**src/rtl/cpu_pkg.sv**
```systemverilog
// Shared 6502 core definitions: address-source encodings used by both
// control_unit (producer of address_select) and address_unit (consumer).
package cpu_pkg;

   typedef enum logic [2:0] {
      ADDR_SEL_PC         = 3'd0,
      ADDR_SEL_ZERO       = 3'd1,
      ADDR_SEL_ABS        = 3'd2,
      ADDR_SEL_IND_ZERO_0 = 3'd3,
      ADDR_SEL_IND_ZERO_1 = 3'd4,
      ADDR_SEL_IND_ABS_0  = 3'd5,
      ADDR_SEL_IND_ABS_1  = 3'd6,
      ADDR_SEL_RESERVED   = 3'd7
   } addr_sel_e;

   localparam logic [7:0] ZERO_PAGE = 8'h00;

   // Zero-page pointer: high byte forced to page 0, so lo+1 never carries out.
   function automatic logic [15:0] zp_addr(input logic [7:0] lo);
      return {ZERO_PAGE, lo};
   endfunction

endpackage

```
**src/rtl/address_unit_byte_reg.sv**
```systemverilog
// 8-bit register with synchronous active-high reset and load enable;
// holds one of the address unit's operand bytes.
module byte_reg (
   input  logic       i_clk,
   input  logic       i_rst,
   input  logic       i_load,
   input  logic [7:0] i_d,
   output logic [7:0] o_q
);

   logic [7:0] r_q;

   always_ff @(posedge i_clk) begin
      if (i_rst)
         r_q <= '0;
      else if (i_load)
         r_q <= i_d;
   end

   assign o_q = r_q;

endmodule

```
**src/rtl/address_unit.sv**
```systemverilog
// Memory address generator: PC plus direct/indirect pointer bytes, with a
// combinational mux onto the 16-bit address bus selected by address_select.
module address_unit
   import cpu_pkg::*;
#(
   parameter logic [15:0] RESET_PC = 16'h0000
) (
   input  logic        clk,
   input  logic        rst,
   input  logic [7:0]  alu_result,
   input  logic        increment_pc,
   input  logic        pc_load,
   input  logic        dirl_load,
   input  logic        dirh_load,
   input  logic        indirl_load,
   input  logic        indirh_load,
   input  logic [2:0]  address_select,
   output logic [15:0] address,
   output logic [15:0] pc
);

   logic [15:0] r_pc;
   logic [7:0]  w_dirl;
   logic [7:0]  w_dirh;
   logic [7:0]  w_indirl;
   logic [7:0]  w_indirh;
   logic [15:0] w_dir;
   logic [15:0] w_indir;
   logic [7:0]  w_indirl_inc;
   addr_sel_e   w_sel;
   logic [15:0] w_address;

   byte_reg u_dirl (
      .i_clk  (clk),
      .i_rst  (rst),
      .i_load (dirl_load),
      .i_d    (alu_result),
      .o_q    (w_dirl)
   );

   byte_reg u_dirh (
      .i_clk  (clk),
      .i_rst  (rst),
      .i_load (dirh_load),
      .i_d    (alu_result),
      .o_q    (w_dirh)
   );

   byte_reg u_indirl (
      .i_clk  (clk),
      .i_rst  (rst),
      .i_load (indirl_load),
      .i_d    (alu_result),
      .o_q    (w_indirl)
   );

   byte_reg u_indirh (
      .i_clk  (clk),
      .i_rst  (rst),
      .i_load (indirh_load),
      .i_d    (alu_result),
      .o_q    (w_indirh)
   );

   assign w_dir        = {w_dirh, w_dirl};
   assign w_indir      = {w_indirh, w_indirl};
   assign w_indirl_inc = w_indirl + 8'd1;

   // Jump target is the pre-edge {dirh,dirl}; a load in the same cycle is not seen.
   always_ff @(posedge clk) begin
      if (rst)
         r_pc <= RESET_PC;
      else if (pc_load)
         r_pc <= w_dir;
      else if (increment_pc)
         r_pc <= r_pc + 16'd1;
   end

   assign w_sel = addr_sel_e'(address_select);

   always_comb begin
      w_address = r_pc;
      unique case (w_sel)
         ADDR_SEL_PC:         w_address = r_pc;
         ADDR_SEL_ZERO:       w_address = zp_addr(w_dirl);
         ADDR_SEL_ABS:        w_address = w_dir;
         ADDR_SEL_IND_ZERO_0: w_address = zp_addr(w_indirl);
         ADDR_SEL_IND_ZERO_1: w_address = zp_addr(w_indirl_inc);
         ADDR_SEL_IND_ABS_0:  w_address = w_indir;
         ADDR_SEL_IND_ABS_1:  w_address = w_indir + 16'd1;
         ADDR_SEL_RESERVED:   w_address = r_pc;
         default:             w_address = r_pc;
      endcase
   end

   assign address = w_address;
   assign pc      = r_pc;

endmodule
```
**config.mk**
```make
export PLATFORM = sky130hd
export DESIGN_NAME = address_unit
export DESIGN_NICKNAME = d
export VERILOG_FILES = /design/src/rtl/cpu_pkg.sv /design/src/rtl/address_unit_byte_reg.sv /design/src/rtl/address_unit.sv
export SDC_FILE = /design/constraint.sdc
export NUM_CORES = 1
export LEC_CHECK = 0
export BUFFER_PORTS_ARGS = -buffer_cell sky130_fd_sc_hd__buf_2
export CAP_MARGIN = 10
export CORE_MARGIN = 2
export CORE_UTILIZATION = 35
export CTS_BUF_LIST = sky130_fd_sc_hd__clkbuf_4 sky130_fd_sc_hd__clkbuf_8 sky130_fd_sc_hd__clkbuf_16
export DETAILED_ROUTE_END_ITERATION = 10
export PLACE_DENSITY_LB_ADDON = 0.15
export RECOVER_POWER = 50
export SKIP_LAST_GASP = 1
export SLEW_MARGIN = 5
export SYNTH_ARGS = -nofsm -noshare
export SYNTH_HDL_FRONTEND = slang
export SYNTH_SLANG_ARGS = --single-unit
```
**constraint.sdc**
```tcl
create_clock -name clk -period 5.53 [get_ports clk]
set_input_delay 0.8295 -clock clk [delete_from_list [all_inputs] [get_ports clk]]
set_output_delay 0.8295 -clock clk [all_outputs]
set_load 0.01 [all_outputs]
```
Word level (Yosys, flattened, before mapping)
Cells that the tools add are included.
- flip-flop bits (word level): 48
- bits of input ports: 19
- output and inout port bits: 32
- logic and storage cells: 21
- add/sub/neg operators: 3
- eq/ne operators: 7
- mux-type cells: 3
- reduce and logical (&&, ||, !) cells: 3
- operators with widths (kind ; count):
    case mux 16 bit (7 select lines) ; 1
    adder 16 x 1 -> 16 bit (second input constant) ; 2
    2-to-1 mux 16 bit ; 2
    equality test 3 bit (second input constant) ; 4
    adder 8 x 1 -> 8 bit (second input constant) ; 1
    equality test 3 x 2 -> 1 bit (second input constant) ; 2
    equality test 3 x 1 -> 1 bit (second input constant) ; 1
    logical NOT 3 bit ; 1
    nonzero test 2 bit ; 1
    OR reduction 2 bit ; 1

Logic depth before layout (Yosys ltp)
Gate-level depths: netlist (run 1).
- word-level depth: 3
- depth in mapped cells: 6
- depth with buffers taken out: 5

By module
From an unflattened synthesis (run 1), not the netlist that was laid out.
- cells, all modules: 325
- area, all modules: 2830.2 sq um
- by module, submodules not included (module ; instances ; cells an instance ; area each (sq um) ; seq. area each (sq um)):
    address_unit ; 1 ; 221 ; 1689.1 ; 320.3
    byte_reg ; 4 ; 26 ; 285.3 ; 160.2

Least setup slack after synthesis (run 1)
Ideal clock, no wire load.
- path kind: in2out
- from: input port address_select[1]
- to: output port address[5]
- arrival time: 2.041 ns
- data required time: 4.701 ns
- setup slack: 2.659 ns
- stages on the path: 4
- cell sequence: clkbuf_1 > buf_1 > mux2i_1 > a221oi_1
- cells in the longest elaborated chain, start to end: 3
- elaborated cells between the ends (all ways): 10
- classes of those cells: 7 x eq/ne; 1 x mux; 2 x reduce/logical
- RTL lines (item ; RTL line ; RTL):
    start, declared ; address_unit.sv:17 ; input logic [2:0] address_select,
    equality test 3 bit / logical NOT 3 bit (equally long branches) ; address_unit.sv:83 ; unique case (w_sel)
    OR reduction 2 bit (no source line) ; n/a ;
    case mux 16 bit (7 select lines) * ; address_unit.sv:83 ;
    end, declared ; address_unit.sv:18 ; output logic [15:0] address,
Every way passes the cells marked *; elsewhere a longest branch is shown, timed or not.

Worst setup path after layout (run 1)
- from: input port address_select[2]
- to: output port address[9]
Same word-level chain as after synthesis.

==> results of run 1 <==
[cells in the final DEF, fill, tap and decap left out, drive strengths merged, types with 4 or more instances in the layout]
cell / n
o21ai: 19
nand3: 13
or3: 6
a311oi: 5
nand2: 20
mux2i: 39
nand4: 8
inv: 8
buf: 46
a211oi: 8
a21oi: 8
nor3: 9
xnor2: 21
clkbuf: 9
nor2: 58
a222oi: 8
dfxtp: 48
nor4: 5
xor2: 4
[through the flow]
step                      cells  total power (W)  cell area (sq um)  hold WS, ns  setup WS, ns
after floorplan             334         0.000490               2770        0.444          2.66
after global placement      465         0.000536               3040        0.480          2.35
after detailed placement    465         0.000538               3040        0.485          2.34
after CTS                   473         0.000850               3180        0.493          2.33
after global routing        473         0.000887               3170        0.529          2.15
final                       473         0.000841               3170        0.494          2.31
[routing by layer]
layer  global-route usage, %  up-vias
li1                        -     1286
met1                    26.4     1144
met2                    27.1       38
met3                    2.69        4
met4                    4.41        0
met5                       0        -
[path summary, 6_finish.rpt]
check | from | end | cells past startpoint
setup / recovery | address_select[2] | address[9] | 6
hold / removal | u_dirl.o_q[2] | pc[2] | 2
setup reg to reg | pc[0] | pc[14] | 5
hold reg to reg | u_dirl.o_q[2] | pc[2] | 2
[worst register-to-register path: cells and delay by family, from the launching register on]
family	cells	cell delay, ns
fa+ha+maj	1	0.25
compound gates	1	0.24
simple gates	3	1.07
flops	1	0.52
[report_power, final]
group	total, W	internal (W)	switching, W
Combinational	0.000132	0.0000571	0.0000745
Clock	0.000311	0.000182	0.000129
Sequential	0.000398	0.000366	0.0000317
Total	0.000841	0.000606	0.000235
[state kept, by name (all words and copies together) (netlist names)]
signal and flops:
pc 16, u_dirh.o_q 8, u_dirl.o_q 8, u_indirh.o_q 8, u_indirl.o_q 8
[layout make-up]
type                       instances  share of cell area, %
clock buffer                       5                   2.17
multi-input combinational        257                   52.7
tap                              102                   4.02
sequential                        48                   30.3
timing repair buffer              50                   7.73
clock inverter                     3                   2.17
inverter                           8                  0.947
[kinds of logic (layout without fill, tap and decap cells)]
kind of cell,count (synthesis),count (layout),synth area share [%]
AND/OR/NAND/NOR,124,124,20.4
flip-flops,48,48,34.7
buffers and inverters,29,66,4.93
multiplexers,39,39,14.1
AO/OA/AOI/OAI,67,67,17.0
XOR/XNOR,25,25,7.91
adder cells (fa/ha/maj),2,2,0.904
==> Implementation_results.wiki, run 1 <==
{| class="wikitable"
! Metric !! Value
|-
| Detail Placement HPWL || 5470 um
|-
| Family with the most delay on the worst path || simple AND/OR/NAND/NOR gates
|-
| Critical Path Slowest Stage Cell || sky130_fd_sc_hd__nor2_1
|-
| Critical Setup Path Class || primary input to output port
|-
| Violations in the final reports || capacitance limit, slew limit
|-
| Fraction of post-synthesis cell area in the top cell type by area || 34.7%
|-
| Nets || 391
|-
| Antenna viol nets, final || 0
|-
| Number of standard-cell rows in the floorplan || 32
|-
| Number of different library cells in the post-synthesis netlist || 40
|-
| Power density over the cells || 265 nW/um^2
|-
| Number of iterations in the first detailed-routing pass || 4
|-
| Actual slew at the worst max-slew pin || 2.19 ns
|-
| Routability-driven placement congestion ratio || 0.778
|-
| WL/cell || 15.9 um
|-
| Number of enable flip-flop cells after synthesis || 0
|-
| Core footprint || 7690 sq um
|-
| Total wire length after detailed routing || 7520 um
|-
| Total number of H-tree levels || 2
|-
| Worst Clk Skew || 0.0122 ns
|-
| Top-Level Pins || 51
|-
| TritonCTS clock tree || built
|-
| TritonCTS Sinks || 48
|-
| CP Data Arrival Time || 2.39 ns
|-
| Required time at the worst-slack endpoint || 4.70 ns
|-
| Ranking of synthesized cells by area || sky130_fd_sc_hd__dfxtp_1 35%, sky130_fd_sc_hd__mux2i_1 14%, sky130_fd_sc_hd__nor2_1 7.9%
|-
| Leakage component of the power || 1.24 nW
|-
| Number of flip-flops and latches in the synthesized netlist || 48
|-
| Total congestion overflow || 0
|-
| Area enclosed by the die boundary || 8640 sq um
|-
| Post-synthesis cell count || 334
|-
| CTS clk-pin slew, worst paths || 0.10 ns
|-
| Vias per std cell || 5.23
|-
| Initial drt markers || 203
|-
| Top_reg_cell synth || sky130_fd_sc_hd__dfxtp_1
|-
| Maximum Capacitance Violations || 1
|-
| FMAX || 311 MHz
|-
| Detailed-route via count || 2472
|-
| Final period util || 58.2%
|-
| Starting utilization of the core area || 36.0%
|-
| Number of buffers inserted to repair setup after CTS || 0
|-
| Sequential-to-total area share from yosys stat || 34.7%
|-
| Maximum number of pins on one net before global-route repair || 49
|-
| Overall Global Routing Usage || 17.9%
|-
| Hold violation total from the final report || 0
|-
| Classification of the worst-slack hold path || register to register
|-
| Relative area change from synthesis to final layout || 14.6%
|-
| Yosys warns || 0
|-
| Fraction of layout cells with a size suffix above 1 || 15.4%
|-
| Relative max-transition margin || -46.0%
|-
| Nets in the synthesized netlist || 355
|-
| Height of the die || 92.9 um
|-
| Final max-slew violation count || 49
|-
| Avg Cell Area, Syn || 8.29 sq um
|-
| Longest individual stage delay on the worst path || 0.39 ns
|-
| Worst VDD drop || 0.142 mV
|-
| Buffering stage count on the worst path with inverters included || 3
|-
| Number of antenna violations at the first check in global routing || 0
|-
| Area occupied by multi-input gates || 1670 sq um
|-
| Final core utilization || 41.3%
|-
| Final setup TNS || 0 ns
|-
| Share of synthesized flip-flops with an asynchronous set or reset || 0%
|-
| Synth area leader || sky130_fd_sc_hd__dfxtp_1
|-
| FILL cells || 830
|-
| Amount of wire on met2 after detailed routing || 3380 um
|-
| Cell occurring most often along the worst timing path || sky130_fd_sc_hd__buf_2
|-
| Startpoint type of the worst setup path || primary input
|-
| Most numerous cell types in the synthesized netlist || 58 x sky130_fd_sc_hd__nor2_1, 48 x sky130_fd_sc_hd__dfxtp_1, 39 x sky130_fd_sc_hd__mux2i_1
|-
| Min Tclk post-route || 3.22 ns
|-
| Max Root-Sink Buffers || 2
|-
| Library cell used as clock root buffer || sky130_fd_sc_hd__clkbuf_8
|-
| Clock network latency to the later pin of the worst-skew pair || 0.31 ns
|-
| Setup-violating endpoint count in the final report || 0
|-
| CP max FO || 15
|-
| Status || complete, but fails checks
|-
| DRT met1 WL || 3900 um
|-
| Post-CTS Hold Buffers || 0
|-
| Met3 routed wirelength || 182 um
|-
| Buffers on Ports || 50
|-
| Combined flip-flop and latch cell area || 961 sq um
|-
| CP Capture Type || output port
|-
| Worst R2R Setup Slack || 3.35 ns
|-
| Setup repair after global routing missed its margin || no
|-
| Drt drc || 0
|-
| Count leader, synth || sky130_fd_sc_hd__nor2_1
|-
| Cell-by-cell listing of the critical path || buf_2 > inv_1 > nor2_1 > nand2_1 > o21ai_0 > buf_2
|-
| Synthesized area || 2770 sq um
|-
| Number of antenna diodes || 0
|-
| Global-route wire length before repair || 12000 um
|-
| Vias in the first global route || 2172
|-
| Quantity of gates resized following cts || 0
|-
| Top Metal Used || met4
|-
| Die Width || 92.9 um
|-
| Number of buffers added by the clock tree synthesis step || 5
|}
Power figures use the tool's default switching activity.
==> run 2: changes to the inputs <==
clock period = 2.6 ns   (was 5.53 ns; I/O delays follow)
==> run 2 against run 1 <==
Effect of this change:
- the run still ends with capacitance limit, slew limit left
- clock skew shrank 0.0044 ns
- clock-buffer cell count is the same
- sequential cell count is the same
- core utilization grew 0.47 points
- critical path type is now register to output port
- critical endpoint is now address[14]
- largest cell class unchanged
==> Implementation_results.wiki, run 2 (synthesized netlist as in run 1, its figures left out) <==
{| class="wikitable"
! Metric !! Value
|-
| Worst VDD drop || 0.221 mV
|-
| Height of the die || 92.9 um
|-
| Drt drc || 0
|-
| Clock network latency to the later pin of the worst-skew pair || 0.31 ns
|-
| Leakage component of the power || 1.26 nW
|-
| Relative area change from synthesis to final layout || 15.9%
|-
| Number of antenna violations at the first check in global routing || 0
|-
| Start point of the critical path || u_indirl.o_q[0]
|-
| Violations in the final reports || capacitance limit, slew limit
|-
| Actual slew at the worst max-slew pin || 2.10 ns
|-
| Max Root-Sink Buffers || 2
|-
| Nets || 396
|-
| Worst flop-to-flop path startpoint || pc[1]
|-
| Final core utilization || 41.7%
|-
| Buffers on Ports || 50
|-
| Number of instances in the placed design || 470
|-
| Relative max-transition margin || -39.8%
|-
| Min Tclk post-route || 2.47 ns
|-
| Post-Place Cell Area || 3080 sq um
|-
| Detail Placement HPWL || 5500 um
|-
| Top Metal Used || met4
|-
| Post-CTS Hold Buffers || 0
|-
| Total number of H-tree levels || 2
|-
| Vias in the first global route || 2255
|-
| Number of antenna diodes || 0
|-
| CP max FO || 8
|-
| Vias per std cell || 5.18
|-
| Number of buffers added by the clock tree synthesis step || 5
|-
| Max reg flops || 16
|-
| TritonCTS Sinks || 48
|-
| Number of standard-cell rows in the floorplan || 32
|-
| Antenna viol nets, final || 0
|-
| Total congestion overflow || 0
|-
| Final max-slew violation count || 49
|-
| Maximum number of pins on one net before global-route repair || 49
|-
| Setup-violating endpoint count in the final report || 0
|-
| Core footprint || 7690 sq um
|-
| Hold violation total from the final report || 0
|-
| Summed area of non-filler cells in the final layout || 3210 sq um
|-
| Number of buffers inserted to repair setup after CTS || 0
|-
| Initial drt markers || 185
|-
| Die Width || 92.9 um
|-
| TritonCTS clock tree || built
|-
| Amount of wire on met2 after detailed routing || 3350 um
|-
| Detailed-route via count || 2475
|-
| Startpoint of the lowest-slack hold path || pc_load
|-
| WL/cell || 15.6 um
|-
| Overall Global Routing Usage || 17.9%
|-
| Final worst hold slack || 0.372 ns
|-
| Post-layout power || 0.00180 W
|-
| Most common cell after layout, fill and taps aside || sky130_fd_sc_hd__nor2_1
|-
| Maximum Capacitance Violations || 1
|-
| Required time at the worst-slack endpoint || 2.21 ns
|-
| Fraction of layout cells with a size suffix above 1 || 16.2%
|-
| Area enclosed by the die boundary || 8640 sq um
|-
| Number of iterations in the first detailed-routing pass || 4
|-
| Power density over the cells || 560 nW/um^2
|-
| Global-route wire length before repair || 12000 um
|-
| Library cell used as clock root buffer || sky130_fd_sc_hd__clkbuf_8
|-
| CTS clk-pin slew, worst paths || 0.09 ns
|-
| Number of non-filler instances in the completed layout || 478
|-
| CP Data Arrival Time || 2.08 ns
|-
| Critical Setup Path Class || register to output port
|-
| Routability-driven placement congestion ratio || 0.795
|-
| Most used cells in the layout excluding fill and tap cells || 58 x sky130_fd_sc_hd__nor2_1, 48 x sky130_fd_sc_hd__dfxtp_1, 45 x sky130_fd_sc_hd__buf_2, 39 x sky130_fd_sc_hd__mux2i_1, 21 x sky130_fd_sc_hd__xnor2_1
|-
| FMAX || 405 MHz
|-
| Met3 routed wirelength || 225 um
|-
| Setup repair after global routing missed its margin || yes
|-
| Worst Clk Skew || 0.00788 ns
|-
| Top-Level Pins || 51
|-
| Quantity of gates resized following cts || 0
|-
| Status || complete, but fails checks
|-
| CP Capture Type || output port
|-
| Total wire length after detailed routing || 7450 um
|-
| Classification of the worst-slack hold path || primary input to register
|-
| Starting utilization of the core area || 36.0%
|-
| Startpoint type of the worst setup path || register
|-
| DRT met1 WL || 3810 um
|-
| Final period util || 95.0%
|}
-- run 2: per-stage QoR --
stage	setup WS, ns	setup TNS (ns)
finish	0.130	0
global route	-0.0330	-0.0457
CTS	0.0916	0
detailed placement	0.382	0
global placement	0.424	0
floorplan	0.608	0
-- run 2: critical path, stage by stage, from the launching register on --
cell and delay, ns:
sky130_fd_sc_hd__dfxtp_1 0.47, sky130_fd_sc_hd__ha_1 0.23, sky130_fd_sc_hd__nand3_1 0.23, sky130_fd_sc_hd__nor4_1 0.46
sky130_fd_sc_hd__xnor2_1 0.16, sky130_fd_sc_hd__o21ai_0 0.08, sky130_fd_sc_hd__buf_2 0.15
-- run 2: per-layer routing --
metal  up-vias  GRT usage [%]
li1       1298              -
met3         5           3.34
met4         0           4.41
met2        39           27.4
met1      1133           26.0
met5         -              0
-- run 2: cell type report --
class                           count  area [sq um]
Tap cell                          102           128
Clock inverter                      3          68.8
Sequential cell                    48           961
Multi-Input combinational cell    257          1670
Fill cell                         831          4480
Inverter                            8          30.0
Clock buffer                        5          68.8
Timing Repair Buffer               55           282
-- run 2: report_power, final --
| group | switching (W) | internal, W | total [W] |
|---|---|---|---|
| registers | 0.0000645 | 0.000779 | 0.000844 |
| clock network | 0.000279 | 0.000387 | 0.000666 |
| logic | 0.000161 | 0.000125 | 0.000285 |
-- run 2: worst paths after layout --
kind	endpoint	slack, ns	cells after the start
setup / recovery	address[14]	0.13	6
hold / removal	pc[3]	0.37	3
setup reg to reg	pc[14]	0.58	5
hold reg to reg	pc[3]	0.50	2
